==> src/rtl/bsg_wormhole_test_node_client_multiflit_if.sv <==
// Link bundle between a wormhole router P-port and the test client node.
// Each net occupies one bsg_ready_and_link_sif slice {v, data, ready_and_rev}
// of width flit_width_p+2, net 0 in the least significant slice.
//   link_i : router -> client  (incoming flit + downstream ready for our output)
//   link_o : client -> router  (outgoing flit + our ready for incoming flits)
// The client connects through the slave modport; the router side or a bench
// connects through master.
interface bsg_wormhole_test_node_client_multiflit_if #(
  parameter int flit_width_p = 16,
  parameter int num_nets_p   = 2
);
  localparam int link_width_lp = flit_width_p + 2;

  logic [num_nets_p*link_width_lp-1:0] link_i;
  logic [num_nets_p*link_width_lp-1:0] link_o;

  modport master (output link_i, input link_o);
  modport slave  (input link_i, output link_o);
endinterface

==> src/rtl/bsg_wormhole_test_node_client_multiflit.sv <==
// Wormhole test-network client node. Per net it accepts whole multi-flit
// packets and either loops each one back with the header cord rewritten to
// dest_cord_i, or sinks it. Each net has an input and an output FIFO and a
// packet counter; nets are fully independent.
// Ports:
//   clk_i, reset_i  clock, asynchronous active-high reset
//   dest_cord_i     cord written into every looped-back header
//   sink_mode_i     per net: 1 = drop packets, 0 = loop back
//   link            per-net ready/valid links (slave modport)
//   packet_count_o  per-net count of fully consumed packets (wraps)

// Small first-word-fall-through FIFO: data_o is the head entry whenever v_o.
module bsg_wormhole_test_node_client_multiflit_fifo #(
  parameter int width_p = 16,
  parameter int els_p   = 2
) (
  input  logic               clk_i,
  input  logic               reset_i,
  input  logic [width_p-1:0] data_i,
  input  logic               v_i,
  output logic               ready_o,
  output logic [width_p-1:0] data_o,
  output logic               v_o,
  input  logic               yumi_i
);
  localparam int ptr_w_lp = (els_p > 1) ? $clog2(els_p) : 1;
  localparam int cnt_w_lp = $clog2(els_p + 1);

  logic [width_p-1:0]  mem [els_p];
  logic [ptr_w_lp-1:0] rd_ptr_reg, wr_ptr_reg;
  logic [cnt_w_lp-1:0] count_reg;
  logic                enq, deq;

  // Full is judged on the registered count only, so a deq on a full FIFO
  // frees the slot for the next cycle but the same-cycle enq is refused.
  assign ready_o = (count_reg != cnt_w_lp'(els_p));
  assign v_o     = (count_reg != '0);
  assign enq     = v_i & ready_o;
  assign deq     = yumi_i & v_o;
  assign data_o  = mem[rd_ptr_reg];

  always_ff @(posedge clk_i) begin
    if (enq) mem[wr_ptr_reg] <= data_i;
  end

  always_ff @(posedge clk_i or posedge reset_i) begin
    if (reset_i) begin
      rd_ptr_reg <= '0;
      wr_ptr_reg <= '0;
      count_reg  <= '0;
    end else begin
      if (enq)
        wr_ptr_reg <= (wr_ptr_reg == ptr_w_lp'(els_p - 1)) ? '0 : wr_ptr_reg + ptr_w_lp'(1);
      if (deq)
        rd_ptr_reg <= (rd_ptr_reg == ptr_w_lp'(els_p - 1)) ? '0 : rd_ptr_reg + ptr_w_lp'(1);
      if (enq & ~deq)
        count_reg <= count_reg + cnt_w_lp'(1);
      else if (deq & ~enq)
        count_reg <= count_reg - cnt_w_lp'(1);
    end
  end
endmodule

module bsg_wormhole_test_node_client_multiflit #(
  parameter int flit_width_p  = 16,
  parameter int cord_width_p  = 4,
  parameter int len_width_p   = 4,
  parameter int num_nets_p    = 2,
  parameter int fifo_els_p    = 2,
  parameter int count_width_p = 16
) (
  input  logic                                clk_i,
  input  logic                                reset_i,
  input  logic [cord_width_p-1:0]             dest_cord_i,
  input  logic [num_nets_p-1:0]               sink_mode_i,
  bsg_wormhole_test_node_client_multiflit_if.slave link,
  output logic [num_nets_p*count_width_p-1:0] packet_count_o
);
  localparam int link_width_lp = flit_width_p + 2;

  typedef enum logic {HDR, BODY} state_e;

  // Holds input ready low while reset is asserted; rises on the first edge
  // after release.
  logic alive_reg;
  always_ff @(posedge clk_i or posedge reset_i) begin
    if (reset_i) alive_reg <= 1'b0;
    else         alive_reg <= 1'b1;
  end

  logic [num_nets_p*link_width_lp-1:0] link_o_flat;
  assign link.link_o = link_o_flat;

  for (genvar gi = 0; gi < num_nets_p; gi++) begin : g_net
    logic                    in_link_v, down_ready;
    logic [flit_width_p-1:0] in_link_data;
    logic                    in_fifo_ready, in_fifo_v, in_yumi;
    logic [flit_width_p-1:0] in_fifo_data;
    logic                    out_fifo_ready, out_fifo_v, out_enq;
    logic [flit_width_p-1:0] out_fifo_data, out_flit;
    logic [len_width_p-1:0]  hdr_len;
    state_e                  state_reg, state_next;
    logic [len_width_p-1:0]  len_reg, len_next;
    logic                    sink_reg, sink_next;
    logic                    pkt_done;
    logic [count_width_p-1:0] count_reg;

    assign in_link_v    = link.link_i[gi*link_width_lp + flit_width_p + 1];
    assign in_link_data = link.link_i[gi*link_width_lp + 1 +: flit_width_p];
    assign down_ready   = link.link_i[gi*link_width_lp];

    bsg_wormhole_test_node_client_multiflit_fifo #(
      .width_p(flit_width_p), .els_p(fifo_els_p)
    ) in_fifo (
      .clk_i   (clk_i),
      .reset_i (reset_i),
      .data_i  (in_link_data),
      .v_i     (in_link_v & alive_reg),
      .ready_o (in_fifo_ready),
      .data_o  (in_fifo_data),
      .v_o     (in_fifo_v),
      .yumi_i  (in_yumi)
    );

    bsg_wormhole_test_node_client_multiflit_fifo #(
      .width_p(flit_width_p), .els_p(fifo_els_p)
    ) out_fifo (
      .clk_i   (clk_i),
      .reset_i (reset_i),
      .data_i  (out_flit),
      .v_i     (out_enq),
      .ready_o (out_fifo_ready),
      .data_o  (out_fifo_data),
      .v_o     (out_fifo_v),
      .yumi_i  (out_fifo_v & down_ready)
    );

    assign hdr_len = in_fifo_data[cord_width_p +: len_width_p];

    always_ff @(posedge clk_i or posedge reset_i) begin
      if (reset_i) begin
        state_reg <= HDR;
        len_reg   <= '0;
        sink_reg  <= 1'b0;
        count_reg <= '0;
      end else begin
        state_reg <= state_next;
        len_reg   <= len_next;
        sink_reg  <= sink_next;
        if (pkt_done) count_reg <= count_reg + count_width_p'(1);
      end
    end

    // A flit leaves the input FIFO only when it can be fully handled this
    // cycle: always in sink mode, or when the output FIFO has room in loop mode.
    always_comb begin
      state_next = state_reg;
      len_next   = len_reg;
      sink_next  = sink_reg;
      in_yumi    = 1'b0;
      out_enq    = 1'b0;
      out_flit   = in_fifo_data;
      pkt_done   = 1'b0;
      case (state_reg)
        HDR: begin
          if (in_fifo_v) begin
            out_flit = {in_fifo_data[flit_width_p-1:cord_width_p], dest_cord_i};
            if (sink_mode_i[gi]) begin
              in_yumi = 1'b1;
            end else begin
              out_enq = out_fifo_ready;
              in_yumi = out_fifo_ready;
            end
            if (in_yumi) begin
              sink_next = sink_mode_i[gi];
              if (hdr_len == '0) begin
                pkt_done = 1'b1;
              end else begin
                len_next   = hdr_len;
                state_next = BODY;
              end
            end
          end
        end
        BODY: begin
          if (in_fifo_v) begin
            if (sink_reg) begin
              in_yumi = 1'b1;
            end else begin
              out_enq = out_fifo_ready;
              in_yumi = out_fifo_ready;
            end
            if (in_yumi) begin
              len_next = len_reg - len_width_p'(1);
              if (len_reg == len_width_p'(1)) begin
                state_next = HDR;
                pkt_done   = 1'b1;
              end
            end
          end
        end
        default: state_next = HDR;
      endcase
    end

    assign link_o_flat[gi*link_width_lp +: link_width_lp] =
      {out_fifo_v, out_fifo_data, in_fifo_ready & alive_reg};
    assign packet_count_o[gi*count_width_p +: count_width_p] = count_reg;
  end
endmodule

==> src/flat_wrapper.sv <==
// flat-port wrapper written by rule: the top's interface ports become plain ports
module bsg_wormhole_test_node_client_multiflit_flat 
#(
  parameter int flit_width_p  = 16,
  parameter int cord_width_p  = 4,
  parameter int len_width_p   = 4,
  parameter int num_nets_p    = 2,
  parameter int fifo_els_p    = 2,
  parameter int count_width_p = 16
)
  (clk_i, reset_i, dest_cord_i, sink_mode_i, packet_count_o, link_link_i, link_link_o);
  bsg_wormhole_test_node_client_multiflit_if #(.flit_width_p(flit_width_p), .num_nets_p(num_nets_p)) link_i ();
  input  logic clk_i;
  input  logic reset_i;
  input  logic [cord_width_p-1:0] dest_cord_i;
  input  logic [num_nets_p-1:0] sink_mode_i;
  output logic [num_nets_p*count_width_p-1:0] packet_count_o;
  input wire logic [$bits(link_i.link_i)-1:0] link_link_i;
  output wire logic [$bits(link_i.link_o)-1:0] link_link_o;
  assign link_i.link_i = link_link_i;
  assign link_link_o = link_i.link_o;
  bsg_wormhole_test_node_client_multiflit #(.flit_width_p(flit_width_p), .cord_width_p(cord_width_p), .len_width_p(len_width_p), .num_nets_p(num_nets_p), .fifo_els_p(fifo_els_p), .count_width_p(count_width_p)) u_core (.clk_i(clk_i), .reset_i(reset_i), .dest_cord_i(dest_cord_i), .sink_mode_i(sink_mode_i), .link(link_i), .packet_count_o(packet_count_o));
endmodule
==> config.mk <==
export PLATFORM = sky130hd
export DESIGN_NAME = bsg_wormhole_test_node_client_multiflit_flat
export DESIGN_NICKNAME = d
export VERILOG_FILES = /design/src/rtl/bsg_wormhole_test_node_client_multiflit_if.sv /design/src/rtl/bsg_wormhole_test_node_client_multiflit.sv /design/src/flat_wrapper.sv
export SDC_FILE = /design/constraint.sdc
export NUM_CORES = 1
export LEC_CHECK = 0
export ABC_AREA = 0
export CORE_MARGIN = 10
export CORE_UTILIZATION = 51
export CTS_CLUSTER_SIZE = 16
export DETAILED_ROUTE_END_ITERATION = 8
export DONT_BUFFER_PORTS = 1
export PLACE_DENSITY_LB_ADDON = 0.12
export SYNTH_ARGS = -nofsm -noshare
export SYNTH_HDL_FRONTEND = slang
export SYNTH_SLANG_ARGS = --single-unit
export TNS_END_PERCENT = 20
==> constraint.sdc <==
create_clock -name clk_i -period 3.5 [get_ports clk_i]
set_input_delay 0.35 -clock clk_i [delete_from_list [all_inputs] [get_ports clk_i]]
set_output_delay 0.35 -clock clk_i [all_outputs]
set_load 0.05 [all_outputs]
**Word-level counts from Yosys, hierarchy flattened**

Memories as Yosys holds them, arrays and structs flattened.
Cells that the tools add are included.

- Word-level logic and storage cells: 203
- RAM bits: 128
- Memories kept: 4
- Bits in read-only memories: 0
- Bits in registers: 61
- Output and inout port bits: 68
- Latch bits: 0
- Bits of input ports: 44

- Reductions and logical operators: 14
- Eq/ne operators: 16
- Bitwise operators: 32
- Mux-type cells: 96
- Shift operators: 0
- Magnitude comparators: 0
- $mul: 0
- $add $sub $neg: 20
- Div/mod/pow operators: 0

Memory list:

| memory | depth | bits a word | read ports | clocked after memory_dff | write ports | RTL line | text |
|---|---|---|---|---|---|---|---|
| u_core.g_net[0].in_fifo.mem | 2 | 16 | 1 | 0 | 1 | bsg_wormhole_test_node_client_multiflit.sv:29 | `logic [width_p-1:0] mem [els_p];` |
| u_core.g_net[0].out_fifo.mem | 2 | 16 | 1 | 0 | 1 | bsg_wormhole_test_node_client_multiflit.sv:29 |  |
| u_core.g_net[1].in_fifo.mem | 2 | 16 | 1 | 0 | 1 | bsg_wormhole_test_node_client_multiflit.sv:29 |  |
| u_core.g_net[1].out_fifo.mem | 2 | 16 | 1 | 0 | 1 | bsg_wormhole_test_node_client_multiflit.sv:29 |  |

Operators by type and width:

| kind | count |
|---|---|
| two-way mux 1 bit | 64 |
| two-way mux 4 bit | 14 |
| adder 16 x 1 -> 16 bit (second input constant) | 2 |
| inequality test 2 bit (second input constant) | 12 |
| AND 1 bit | 22 |
| two-way mux 2 bit | 8 |
| case mux 1 bit (2 select lines) | 8 |
| case mux 4 bit (2 select lines) | 2 |
| nonzero test 2 bit | 8 |
| NOT 1 bit | 10 |
| AND reduction 5 bit | 2 |
| adder 1 bit (second input constant) | 8 |
| adder 2 x 1 -> 2 bit (second input constant) | 4 |
| equality test 4 x 1 -> 1 bit (second input constant) | 2 |
| zero test 4 bit | 2 |
| subtractor 2 x 1 -> 2 bit (second input constant) | 4 |
| subtractor 4 x 1 -> 4 bit (second input constant) | 2 |
| AND reduction 3 bit | 2 |
| inequality test 2 x 1 -> 1 bit (second input constant) | 2 |

**Depth between registers and ports, before layout**

- Word-level depth: 10
- Gate-level depth with buffers: 9
- Depth with buffers taken out: 8

**By module**

From an unflattened synthesis, not the netlist that was laid out.

- Cell total of the unflattened synthesis: 542
- Area, all modules: 8,344.3 µm²

Modules (own cells, without submodules):

| module | cells an instance | times used | seq. area each (µm²) | area each (µm²) |
|---|---|---|---|---|
| bsg_wormhole_test_node_client_multiflit_fifo | 69 | 4 | 1,061.0 | 1,406.3 |
| bsg_wormhole_test_node_client_multiflit | 266 | 1 | 1,126.1 | 2,718.9 |

**Least setup slack after synthesis**

OpenSTA, ideal clock, no wires.

- Path kind: register to register
- Start point: register u_core.g_net[1].in_fifo.count_reg[0]
- End point: memory u_core.g_net[1].in_fifo.mem[0][0], enable pin
- Library setup time: 0.389 ns
- Buffers on the path: 1
- Stages on the path, launching flop included: 6
- Period minus slack after synthesis: 3.217 ns
- Data arrival time: 2.829 ns
- Path slack: 0.283 ns
- Cells stage by stage: dfrtp_1 clkbuf_1 inv_1 a21boi_0 nand2_1 nor2_1

- Cells in the longest elaborated chain, start to end: 4

RTL lines:

| item | RTL line | text |
|---|---|---|
| from (decl) | bsg_wormhole_test_node_client_multiflit.sv:31 | `logic [cnt_w_lp-1:0] count_reg;` |
| from (signal assigned) | bsg_wormhole_test_node_client_multiflit.sv:57 | `count_reg <= count_reg + cnt_w_lp'(1);` |
| from (signal assigned) | bsg_wormhole_test_node_client_multiflit.sv:59 | `count_reg <= count_reg - cnt_w_lp'(1);` |
| inequality test 2 bit | bsg_wormhole_test_node_client_multiflit.sv:36 | `assign ready_o = (count_reg != cnt_w_lp'(els_p));` |
| AND 1 bit | bsg_wormhole_test_node_client_multiflit.sv:38 | `assign enq = v_i & ready_o;` |
| two-way mux 1 bit | bsg_wormhole_test_node_client_multiflit.sv:43 | `if (enq) mem[wr_ptr_reg] <= data_i;` |
| two-way mux 1 bit (not written as such) | bsg_wormhole_test_node_client_multiflit.sv:43 |  |
| to (decl) | bsg_wormhole_test_node_client_multiflit.sv:29 |  |

No other way between the ends.

**Worst setup path after layout**

- Start point: register u_core.g_net[0].in_fifo.rd_ptr_reg
- End point: register u_core.g_net[0].count_reg[1]

- Cells in the longest elaborated chain, start to end: 6

RTL lines:

| item | RTL line | text |
|---|---|---|
| from (decl) | bsg_wormhole_test_node_client_multiflit.sv:30 | `logic [ptr_w_lp-1:0] rd_ptr_reg, wr_ptr_reg;` |
| from (signal assigned) | bsg_wormhole_test_node_client_multiflit.sv:55 | `rd_ptr_reg <= (rd_ptr_reg == ptr_w_lp'(els_p - 1)) ? '0 : rd_ptr_reg + ptr_w_lp'(1);` |
| memory (2 x 16 bit) | n/a |  |
| zero test 4 bit | bsg_wormhole_test_node_client_multiflit.sv:176 | `if (hdr_len == '0) begin` |
| two-way mux 1 bit | bsg_wormhole_test_node_client_multiflit.sv:176 |  |
| two-way mux 1 bit | bsg_wormhole_test_node_client_multiflit.sv:174 | `if (in_yumi) begin` |
| two-way mux 1 bit | bsg_wormhole_test_node_client_multiflit.sv:166 | `if (in_fifo_v) begin` |
| case mux 1 bit (2 select lines) | bsg_wormhole_test_node_client_multiflit.sv:164 | `case (state_reg)` |
| to (signal assigned) | bsg_wormhole_test_node_client_multiflit.sv:150 | `if (pkt_done) count_reg <= count_reg + count_width_p'(1);` |
| to (decl) | bsg_wormhole_test_node_client_multiflit.sv:106 | `logic [count_width_p-1:0] count_reg;` |

No other way between the ends.
A chain may end at the register's enable or synchronous reset.

==> results by group <==
Outcome
  • Status: complete, no violations

Power and ir drop
  • Leakage power: 3.199 nW
  • Power Density: 961.4 nW/µm²
  • Peak VDD IR: 435.5 µV
  • Overall power: 8.502 mW

Placement
  • Placer Congestion: 0.8004
  • Placed Cells: 693
  • Dpl hpwl: 10.54 mm
  • Pre-CTS setup slack: 1.052 ns
  • Count of buffers from port buffering: 0

Timing
  • Max Freq: 0.4111 GHz
  • Slew @ Worst Pin: 0.8557 ns
  • Final Max Tran Viols: 0
  • Hold slack: 0.02104 ns
  • Final worst slack: 1.067 ns
  • Clock skew: 0.006057 ns
  • Setup_tns: 0 ns
  • Period utilization: 0.6950
  • RSZ-0062 raised after global routing: no
  • Period minus WS final: 2.433 ns
  • Hold Violations, Final: 0
  • Count of final setup violators: 0
  • Max-slew headroom: 0.4296

Synth
  • Number of synthesized flops with an enable pin: 128
  • Synth area leader: edfxtp_1
  • Sequential share of the synthesized area: 0.6826
  • Syn_nets: 568
  • Synth Cell Area: 7868 µm²
  • Post-Syn Area per Cell: 15.31 µm²
  • Synth Instances: 514
  • Count of cell types in the netlist: 52
  • Yosys reg bits: 189
  • Asr flop ratio synth: 0.3228
  • Yosys Warn Count: 0
  • Area contributors post-synth: edfxtp_1, dfrtp_1, mux2_2
  • Top FF cell, synth: edfxtp_1
  • Yosys top cell area share: 0.4885

Die
  • Initial Utilization: 0.5195
  • Die height: 144.2 µm
  • Die ar.: 20800 µm²
  • Core area: 15150 µm²
  • Die Width: 144.2 µm
  • Rows: 45
  • IO Count: 112

Worst hold path
  • Critical hold path startpoint: link_link_i[29]
  • Hold Path Depth: 0
  • Worst Hold End: u_core.g_net[1].in_fifo.mem[0][10]
  • Hold crit path type: input port to flip-flop

Global routing
  • Pin count of the biggest net entering global routing: 32
  • GRT Util Overall: 0.1456
  • Vias in the first global route: 4184
  • Met1 Use GR: 0.1538
  • Initial antenna violation count: 0
  • GR Util met2: 0.2524
  • GR peak layer: met2
  • Global Route met3 Usage: 0.06527
  • GR Overflow Total: 0
  • First-pass GRT wire length: 22.85 mm

Setup path
  • Reg2reg end: u_core.g_net[0].count_reg[1]
  • Worst Path Required: 3.80 ns
  • Worst EP arrival: 2.74 ns
  • R2r setup slk: 1.07 ns
  • Worst setup EP type: flip-flop
  • Worst r2r path cells: 4
  • CP Class: flip-flop to flip-flop
  • Worst r2r src: u_core.g_net[0].in_fifo.rd_ptr_reg
  • Startpoint types: flip-flop
  • Critical Path Fanout Max: 19

Clocking
  • CTS tree: built
  • CTS H-tree lvls: 4
  • Cts repair resizes: 0
  • Post-CTS Setup Repair Bufs: 0
  • Total CTS buffers: 17
  • CTS root buffer: clkbuf_16
  • Clock Path Buffers: 2
  • CTS clock-pin slew for the worst setup and hold paths: 0.07 ns
  • Worst-Skew Late Latency: 0.42 ns
  • Hold buffers post-CTS: 7
  • Clock Sinks: 189

Final layout
  • Non-Filler Instances: 742
  • Layout filler cell count: 1213
  • Area Growth Syn to Fin: 12.40%
  • Commonest non-fill, non-tap cell in the layout: edfxtp_1
  • Nets: 595
  • ANT cells: 0
  • Commonest cells after routing, fill and taps aside: edfxtp_1, dfrtp_1, mux2_2, xnor2_1, nand2_1
  • Layout cells sized above 1: 0.2076

Route
  • Drt pass-1 iters: 4
  • DR WL/cell: 20.15 µm
  • Initial DRC Count: 289
  • Vias per inst: 5.550
  • Drc violations: 0
  • Total length of routed wires: 14.95 mm
  • Vias: 4118
  • Antenna-violating nets left: 0

Flow run
  • Max-cap violation count: 0
==> power breakdown <==
group	switching [mW]	internal [mW]	total [mW]	leakage, nW
registers	0.638	3.17	3.81	1.92
clock network	0.829	1.06	1.89	0.283
logic	1.89	0.912	2.80	0.999
total	3.35	5.15	8.50	3.20
==> synthesized netlist by cell type, types with 2 or more instances <==
| cell | n |
|---|---|
| edfxtp_1 | 128 |
| dfrtp_1 | 61 |
| mux2_2 | 59 |
| xnor2_1 | 32 |
| nand2_1 | 23 |
| o21ai_0 | 20 |
| inv_1 | 18 |
| xor2_1 | 18 |
| nor2_1 | 12 |
| nand3_1 | 11 |
| ha_1 | 10 |
| a21oi_1 | 9 |
| and3_1 | 9 |
| clkbuf_1 | 9 |
| mux2i_1 | 9 |
| nand4_1 | 7 |
| o211ai_1 | 7 |
| a211oi_1 | 6 |
| nand2b_1 | 5 |
| nor3_1 | 5 |
| and2_1 | 4 |
| o2111ai_1 | 4 |
| buf_1 | 3 |
| o21ba_2 | 3 |
| o22a_1 | 3 |
| o22ai_1 | 3 |
| or2_2 | 3 |
| a21boi_0 | 2 |
| a21o_1 | 2 |
| a31oi_1 | 2 |
| buf_4 | 2 |
| nor2b_1 | 2 |
| nor4_1 | 2 |
| o22ai_4 | 2 |
| o2bb2ai_1 | 2 |
==> area by class of cell <==
class / count / area [µm²] / share of cell area
clock buffers: 17 / 425.4 / 0.04810
clock inverters: 15 / 162.7 / 0.01839
inverters: 18 / 67.56 / 0.007640
multi-input cells: 291 / 2360 / 0.2668
flip-flops and latches: 189 / 5370 / 0.6072
well taps: 188 / 235.2 / 0.02660
repair buffers: 24 / 222.7 / 0.02518
==> routing by layer <==
metal | wire (µm) | part of all wire | vias to the layer above
li1 | - | - | 1954
met1 | 5575 | 0.37 | 2046
met4 | 169 | 0.011 | 0
met3 | 1413 | 0.095 | 14
met2 | 7790 | 0.52 | 104
met5 | 0 | 0 | -
==> critical path: stages, from the launching register on <==
cell and delay, ns:
dfrtp_1 0.90, or4b_4 0.57, o22a_2 0.29, o21ai_4 0.20
mux2_2 0.35
==> worst max path at each step <==
stage                                               from                                 to  slack [ns]  cells after the start
global placement      u_core.g_net[0].in_fifo.rd_ptr_reg       u_core.g_net[0].count_reg[1]        1.11                      4
finish                u_core.g_net[0].in_fifo.rd_ptr_reg       u_core.g_net[0].count_reg[1]        1.07                      4
detailed placement    u_core.g_net[0].in_fifo.rd_ptr_reg       u_core.g_net[0].count_reg[1]        1.05                      4
global route          u_core.g_net[1].in_fifo.rd_ptr_reg      u_core.g_net[1].count_reg[11]        0.84                      4
CTS                   u_core.g_net[0].in_fifo.rd_ptr_reg       u_core.g_net[0].count_reg[1]        1.05                      4
floorplan           u_core.g_net[1].in_fifo.count_reg[0]  u_core.g_net[1].in_fifo.mem[0][0]        0.28                      5
==> logic make-up (layout without fill, tap and decap cells) <==
family          after synthesis  after routing  synth area share
mux                          68             68           0.09590
buf+inv                      34             74           0.01829
fa+ha+maj                    10             10           0.01590
other cells                   1              1         0.0004766
simple gates                 91             91           0.06409
xor+xnor                     50             50           0.05566
flops                       189            189            0.6826
compound gates               71             71           0.06711
==> stage by stage <==
stage	area (µm²)	util
after floorplan	7868	-
after global placement	8085	0.5338
after detailed placement	8085	0.5338
after CTS	8743	0.5773
after global routing	8843	0.5839
final	8843	0.5839
No activity file was read; power rests on OpenSTA's default activity.
